$ cat config.mk
export PLATFORM = sky130hd
export DESIGN_NAME = tile_vram
export DESIGN_NICKNAME = d
export VERILOG_FILES = /design/src/rtl/tile_vram_pkg.sv /design/src/rtl/tile_vram_bank.sv /design/src/rtl/tile_vram.sv
export SDC_FILE = /design/constraint.sdc
export NUM_CORES = 2
export LEC_CHECK = 0
export CAP_MARGIN = 20
export CELL_PAD_IN_SITES_DETAIL_PLACEMENT = 2
export CELL_PAD_IN_SITES_GLOBAL_PLACEMENT = 2
export CORE_ASPECT_RATIO = 2
export CORE_UTILIZATION = 50
export DETAILED_ROUTE_END_ITERATION = 10
export GPL_TIMING_DRIVEN = 0
export MAX_ROUTING_LAYER = met4
export PLACE_DENSITY_LB_ADDON = 0.1
export SLEW_MARGIN = 25
export SYNTH_ARGS = -nofsm -noshare
export SYNTH_HDL_FRONTEND = slang
export SYNTH_SLANG_ARGS = --single-unit
$ cat constraint.sdc
create_clock -name clk -period 12.4 [get_ports clk]
set_input_delay 2.48 -clock clk [delete_from_list [all_inputs] [get_ports clk]]
set_output_delay 2.48 -clock clk [all_outputs]
set_load 0.03 [all_outputs]
$ cat src/rtl/tile_vram_pkg.sv
// Shared types for the tile video RAM: fill-engine state encoding and an
// elaboration-time log2 helper used to validate the address width.
package vram_pkg;

    typedef enum logic [0:0] {
        VR_IDLE  = 1'b0,
        VR_CLEAR = 1'b1
    } vr_state_e;

    function automatic int unsigned clog2(input int unsigned value);
        int unsigned bits;
        bits = 0;
        for (int unsigned i = 0; i < 32; i++) begin
            if ((64'd1 << bits) < 64'(value)) begin
                bits = bits + 1;
            end
        end
        return bits;
    endfunction

endpackage

$ cat src/rtl/tile_vram_bank.sv
// Plain inferred dual-port array: synchronous write, registered read that
// returns the pre-write contents on a same-address collision. No reset.
module vram_bank #(
    parameter int unsigned DATA_W = 4,
    parameter int unsigned DEPTH  = 375,
    parameter int unsigned ADDR_W = 9
) (
    input  logic              clk,
    input  logic              we,
    input  logic [ADDR_W-1:0] waddr,
    input  logic [DATA_W-1:0] wdata,
    input  logic              re,
    input  logic [ADDR_W-1:0] raddr,
    output logic [DATA_W-1:0] rdata
);

    logic [DATA_W-1:0] mem [DEPTH];
    logic [DATA_W-1:0] rdata_q;

    always_ff @(posedge clk) begin
        if (we) begin
            mem[waddr] <= wdata;
        end
        if (re) begin
            rdata_q <= mem[raddr];
        end
    end

    assign rdata = rdata_q;

endmodule

$ cat src/rtl/tile_vram.sv
// Tile video RAM top: fill-engine FSM, write arbitration (fill wins), address
// range protection and an optional second read pipeline stage.
module tile_vram
    import vram_pkg::*;
#(
    parameter int unsigned       DATA_W       = 4,
    parameter int unsigned       DEPTH        = 375,
    parameter int unsigned       ADDR_W       = 9,
    parameter int unsigned       OUT_REG      = 0,
    parameter int unsigned       CLEAR_ON_RST = 1,
    parameter logic [DATA_W-1:0] FILL_RST     = '0
) (
    input  logic              clk,
    input  logic              rst,
    input  logic              wr_en,
    input  logic [ADDR_W-1:0] wr_addr,
    input  logic [DATA_W-1:0] wr_data,
    output logic              wr_ready,
    input  logic              rd_en,
    input  logic [ADDR_W-1:0] rd_addr,
    output logic [DATA_W-1:0] rd_data,
    output logic              rd_valid,
    input  logic              clear_req,
    input  logic [DATA_W-1:0] clear_val,
    output logic              busy,
    output logic              clear_done
);

    localparam logic [ADDR_W:0]   DEPTH_X   = (ADDR_W + 1)'(DEPTH);
    localparam logic [ADDR_W-1:0] LAST_ADDR = ADDR_W'(DEPTH - 1);

    if (ADDR_W < clog2(DEPTH)) begin : g_bad_addr_w
        $error("tile_vram: ADDR_W too small for DEPTH");
    end

    vr_state_e         state_q, state_d;
    logic [ADDR_W-1:0] cnt_q, cnt_d;
    logic [DATA_W-1:0] fill_val_q, fill_val_d;
    logic              arm_q, arm_d;
    logic              done_q, done_d;
    logic              rd_v1_q, rd_v1_d;
    logic              rd_zero_q, rd_zero_d;

    logic              wr_in_range;
    logic              rd_in_range;
    logic              bank_we;
    logic [ADDR_W-1:0] bank_waddr;
    logic [DATA_W-1:0] bank_wdata;
    logic              bank_re;
    logic [DATA_W-1:0] bank_rdata;
    logic [DATA_W-1:0] s1_data;

    assign busy        = (state_q == VR_CLEAR);
    assign wr_ready    = !busy;
    assign clear_done  = done_q;
    assign wr_in_range = {1'b0, wr_addr} < DEPTH_X;
    assign rd_in_range = {1'b0, rd_addr} < DEPTH_X;

    // arm_q stands in for a clear request on the first cycle out of reset,
    // so the reset-triggered fill follows the same path as clear_req.
    always_comb begin
        state_d    = state_q;
        cnt_d      = cnt_q;
        fill_val_d = fill_val_q;
        arm_d      = 1'b0;
        done_d     = 1'b0;
        case (state_q)
            VR_IDLE: begin
                if (arm_q) begin
                    state_d    = VR_CLEAR;
                    cnt_d      = '0;
                    fill_val_d = FILL_RST;
                end else if (clear_req) begin
                    state_d    = VR_CLEAR;
                    cnt_d      = '0;
                    fill_val_d = clear_val;
                end
            end
            VR_CLEAR: begin
                cnt_d = cnt_q + 1'b1;
                if (cnt_q == LAST_ADDR) begin
                    state_d = VR_IDLE;
                    done_d  = 1'b1;
                end
            end
            default: state_d = VR_IDLE;
        endcase
    end

    always_comb begin
        rd_v1_d   = rd_en;
        rd_zero_d = rd_en ? !rd_in_range : rd_zero_q;
    end

    always_ff @(posedge clk) begin
        if (rst) begin
            state_q    <= VR_IDLE;
            cnt_q      <= '0;
            fill_val_q <= FILL_RST;
            arm_q      <= (CLEAR_ON_RST != 0);
            done_q     <= 1'b0;
            rd_v1_q    <= 1'b0;
            rd_zero_q  <= 1'b1;
        end else begin
            state_q    <= state_d;
            cnt_q      <= cnt_d;
            fill_val_q <= fill_val_d;
            arm_q      <= arm_d;
            done_q     <= done_d;
            rd_v1_q    <= rd_v1_d;
            rd_zero_q  <= rd_zero_d;
        end
    end

    // Writes are gated by rst so an aborted fill leaves the current word intact.
    assign bank_we    = !rst && (busy || (wr_en && wr_in_range));
    assign bank_waddr = busy ? cnt_q : wr_addr;
    assign bank_wdata = busy ? fill_val_q : wr_data;
    assign bank_re    = rd_en && rd_in_range;

    vram_bank #(
        .DATA_W (DATA_W),
        .DEPTH  (DEPTH),
        .ADDR_W (ADDR_W)
    ) u_bank (
        .clk   (clk),
        .we    (bank_we),
        .waddr (bank_waddr),
        .wdata (bank_wdata),
        .re    (bank_re),
        .raddr (rd_addr),
        .rdata (bank_rdata)
    );

    assign s1_data = rd_zero_q ? '0 : bank_rdata;

    if (OUT_REG != 0) begin : g_out_reg
        logic              rd_v2_q, rd_v2_d;
        logic [DATA_W-1:0] rd_d2_q, rd_d2_d;

        always_comb begin
            rd_v2_d = rd_v1_q;
            rd_d2_d = rd_v1_q ? s1_data : rd_d2_q;
        end

        always_ff @(posedge clk) begin
            if (rst) begin
                rd_v2_q <= 1'b0;
                rd_d2_q <= '0;
            end else begin
                rd_v2_q <= rd_v2_d;
                rd_d2_q <= rd_d2_d;
            end
        end

        assign rd_valid = rd_v2_q;
        assign rd_data  = rd_d2_q;
    end else begin : g_no_out_reg
        assign rd_valid = rd_v1_q;
        assign rd_data  = s1_data;
    end

endmodule

==> reports/qor.txt, run 1 <==
Mean Syn Cell Area: 18.7 um2
Clk buf depth: 3
Die Y-Extent: 495 um
Post-synth EDFFs: 1504
Synth unique cells: 69
Row count: 180
Hold-fix buffers at CTS: 0
Main flop type after synthesis: edfxtp_1
FF+latch count, synth: 1522
Starting Density: 0.505
Number of H-tree levels: 4
I/O pin count: 39
Syn Nets: 3286
Asr flop ratio synth: 0
Halt Stage: clock tree synthesis (4_1_cts)
Top cell type's share of synthesized area: 0.742
Setup repair bufs after CTS: 0
Root Driver: clkbuf_16
Yosys top cell by area: edfxtp_1
Mapped cell area: 60900 um2
Cell count after synthesis: 3253
Seq/Total Area, Yosys: 0.748
Synth area leaders: edfxtp_1 (74%), mux4_2 (11%), mux2i_1 (3.4%), nor2_1 (2.7%), a22oi_1 (0.73%)
Clock sink count: 1522
PostCTS Resize Cnt: 0
Error: [ERROR DPL-0033] detailed placement checks failed during check placement.
Routability cong.: 1.01
Outcome: did not finish
DIE WIDTH: 249 um
TritonCTS buffer count: 138
Port bufs: 32
Synth warn: 0
Dpl hpwl: 189 mm
[logic make-up after synthesis]
group,synth area share
buffers and inverters,0.0215
AND/OR/NAND/NOR,0.0458
XOR/XNOR,0.000144
AO/OA/AOI/OAI,0.0359
flip-flops,0.748
multiplexers,0.148
adder cells (fa/ha/maj),0.000411
[Yosys cell counts (4+ instances only)]
cell and number:
a22oi_1 59, o21ai_0 47, inv_1 11, a221o_1 9, nand4_1 11, mux2i_1 208
and2_1 4, buf_1 13, a31oi_1 22, clkbuf_1 113, nand2b_1 6, nand3_1 46
o22ai_1 16, buf_4 13, dfxtp_1 18, a32oi_1 7, o2111ai_1 9, nor2_1 430
o32ai_1 5, nor4_1 5, o211ai_1 15, buf_6 32, and3_1 12, a22o_1 6
nor3b_1 8, a211oi_1 5, nor2b_1 12, buf_8 6, a221oi_1 33, edfxtp_1 1504
a21oi_1 39, mux4_2 302, mux2_2 14, buf_2 34, nor3_1 19, or2_2 4
nand2_1 103
[metrics by stage]
step	hold slack (ns)	setup WS (ns)	area [um2]	instances
3_3_place_gp	0.471	3.23	63100	4832
3_5_place_dp	0.546	4.78	64300	4872
2_1_floorplan	0.451	6.59	60900	3253
==> run 2: changes to the inputs <==
--- a/config.mk
+++ b/config.mk
@@ -6,14 +6,10 @@
 export NUM_CORES = 2
 export LEC_CHECK = 0
 export CAP_MARGIN = 20
-export CELL_PAD_IN_SITES_DETAIL_PLACEMENT = 2
-export CELL_PAD_IN_SITES_GLOBAL_PLACEMENT = 2
-export CORE_ASPECT_RATIO = 2
-export CORE_UTILIZATION = 50
+export CORE_UTILIZATION = 35
 export DETAILED_ROUTE_END_ITERATION = 10
 export GPL_TIMING_DRIVEN = 0
-export MAX_ROUTING_LAYER = met4
-export PLACE_DENSITY_LB_ADDON = 0.1
+export PLACE_DENSITY_LB_ADDON = 0.15
 export SLEW_MARGIN = 25
 export SYNTH_ARGS = -nofsm -noshare
 export SYNTH_HDL_FRONTEND = slang
==> run 2 against run 1 <==
The flow now finishes without violations; synthesized cell count is the same; synthesized area is the same.
==> reports/qor.txt, run 2 <==
Clock sink count: 1522 (unchanged)
Crit path DAT: 8.02 ns
FF+latch count, synth: 1522 (unchanged)
Via density: 5.92
Row count: 152 (was 180)
Synth area leaders: edfxtp_1 (74%), mux4_2 (11%), mux2i_1 (3.4%), nor2_1 (2.7%), a22oi_1 (0.73%) (unchanged)
Tcrit/Tclk final: 0.598
Largest register FFs: 1500
R2R Path Start: busy$_SDFF_PP0_
Number of H-tree levels: 4 (unchanged)
Slowest CP cell: nor2_1
Hold Startpoint: fill_val_q[3]$_SDFFE_PP0P_
Asr flop ratio synth: 0 (unchanged)
Fin. max-slew vios: 0
I/O pin count: 39 (unchanged)
Final Hold Viols: 0
Grt total ovfl: 0
Final nets: 3537
Die Y-Extent: 419 um (was 495 um)
Critical path buffers and inverters: 4
Crit Path Class: input pin to register
Clk buf depth: 3 (unchanged)
Wire per inst: 39.9 um
Routed wire length: 238 mm
Crit-path most repeated cell: nand3_1
Cell Count, Final, Fillers Out: 5962
Layout filler cell count: 15400
Most frequent cells after synthesis: edfxtp_1 (1504), nor2_1 (430), mux4_2 (302) (unchanged)
PostCTS Resize Cnt: 0 (unchanged)
Slew HR: 0.189
Most common cell in the netlist: edfxtp_1 (unchanged)
Dpl hpwl: 159 mm (was 189 mm)
Seq/Total Area, Yosys: 0.748 (unchanged)
Register area: 45500 um2
Total power: 11.5 mW
Yosys top cell by area: edfxtp_1 (unchanged)
Routability cong.: 0.952 (was 1.01)
CP endpoint kind: register
# Max-Cap Violations: 0
Family with the most delay on the worst path: buffers and inverters
Most common cell after layout, fill and taps aside: edfxtp_1
Critical-path cell list: clkdlybuf4s50_1 -> buf_2 -> clkinv_1 -> nor2_1 -> clkbuf_2 -> nand3_1 -> nand3_1 -> nor3_1 -> nor4_1 -> o221a_1
Fin crit period: 7.42 ns
Hold-fix buffers at CTS: 0 (unchanged)
Most frequent cells in the layout: edfxtp_1 (1504), nor2_1 (428), mux4_2 (302)
Mean Syn Cell Area: 18.7 um2 (unchanged)
Crit path launch type: input pin
Post-synth EDFFs: 1504 (unchanged)
Root Driver: clkbuf_16 (unchanged)
Peak VDD IR: 0.000150 V
Outcome: complete, no violations (was did not finish)
Largest registers: u_bank.mem: 1500 flops, cnt_q: 9 flops
DIE WIDTH: 419 um (was 249 um)
Largest net degree at the start of global routing: 113
Endpoints failing setup: 0
Vias: 35300
Remaining antenna violation count: 0
Placed cells: 5646 (was 4872)
PwrDens: 162 nW/um2
Top cell type's share of synthesized area: 0.742 (unchanged)
Largest Register: u_bank.mem
RSZ-0062 raised after global routing: false
DR iter-0 viols: 4869
Leak: 22.3 nW
Synth warn: 0 (unchanged)
Area occupied by multi-input gates: 14200 um2
Total track usage: 0.272
WP data required: 13.01 ns
Starting Density: 0.354 (was 0.505)
Max Fclk: 135 MHz
First-pass GRT wire length: 315 mm
Sum Neg Setup Slack: 0 ns
Die ar.: 176000 um2
Cell count after synthesis: 3253 (unchanged)
Drt drc: 0
Final Util: 0.411
Drt first pass iters: 7
Core ar.: 172000 um2
Setup repair bufs after CTS: 0 (unchanged)
Clk slew on worst S/H paths: 0.06 ns
Clk_skew: 0.0321 ns
Area grow syn2layout: 16.2%
Worst min-delay path class: register to register
Mapped cell area: 60900 um2 (unchanged)
Port bufs: 32 (unchanged)
Clock Latency Late Sink: 0.84 ns
Initial antenna violation count: 12
CP max stage delay: 1.00 ns
Vias in the first global route: 34200
Main flop type after synthesis: edfxtp_1 (unchanged)
Worst-path fanout max: 10
Syn Nets: 3286 (unchanged)
Layout cells sized above 1: 0.215
TritonCTS buffer count: 166 (was 138)
Synth unique cells: 69 (unchanged)
Worst Tran Pin Value: 1.21 ns
Crit path from: rd_addr[4]
CTS tree: built
-- run 2: final cells by class --
| type | instances | share of cell area |
|---|---|---|
| sequential | 1522 | 0.643 |
| multi-input combinational | 1502 | 0.200 |
| clock buffer | 200 | 0.0614 |
| tap | 2310 | 0.0408 |
| timing repair buffer | 83 | 0.0207 |
| buffer | 215 | 0.0191 |
| clock inverter | 109 | 0.0136 |
| inverter | 14 | 0.000743 |
| antenna | 7 | 0.000248 |
-- run 2: final timing paths --
| check | endpoint | slack [ns] | cells past startpoint |
|---|---|---|---|
| hold reg to reg | fill_val_q[3]$_SDFFE_PP0P_ | 0.52 | 2 |
| hold / removal | fill_val_q[3]$_SDFFE_PP0P_ | 0.52 | 2 |
| setup / recovery | u_bank.rdata[0]$_DFFE_PP_ | 4.98 | 10 |
| setup reg to reg | u_bank.mem[307][2]$_DFFE_PP_ | 8.45 | 7 |
-- run 2: layer usage --
layer	track usage	routed length (um)	vias to the layer above	part of all wire
met4	0.128	12500	0	0.053
met1	0.368	95900	18900	0.40
met5	0	0	-	0
met2	0.411	107000	2130	0.45
li1	-	-	13700	-
met3	0.0653	22900	515	0.096
-- run 2: kinds of logic (layout without fill, tap and decap cells) --
group,Yosys count,in the layout,share of synthesized area
flip-flops,1522,1522,0.748
AND/OR/NAND/NOR,669,669,0.0458
multiplexers,524,524,0.148
AO/OA/AOI/OAI,306,306,0.0359
buffers and inverters,229,621,0.0215
adder cells (fa/ha/maj),2,2,0.000411
XOR/XNOR,1,1,0.000144
other,0,7,0
-- run 2: stage by stage --
| step | hold WS [ns] | area, um2 | setup slack (ns) |
|---|---|---|---|
| 6_report | 0.523 | 70800 | 4.98 |
| 3_3_place_gp | 0.467 | 64100 | 2.71 |
| 4_1_cts | 0.528 | 70700 | 5.55 |
| 5_1_grt | 0.549 | 70800 | 5.46 |
| 2_1_floorplan | 0.451 | 60900 | 6.59 |
| 3_5_place_dp | 0.521 | 65400 | 4.69 |
-- run 2: tightest hold or removal path, cell delays in order (launching register included) --
cell and delay, ns:
dfxtp_1 0.32, a21oi_1 0.12, nor2_1 0.05
-- run 2: power breakdown --
| group | switching, mW | leakage (nW) | internal, mW |
|---|---|---|---|
| clock | 2.15 | 2.59 | 2.76 |
| combinational | 0.606 | 5.94 | 0.228 |
| sequential | 0.00260 | 13.8 | 5.70 |
Power figures use the tool's default switching activity.
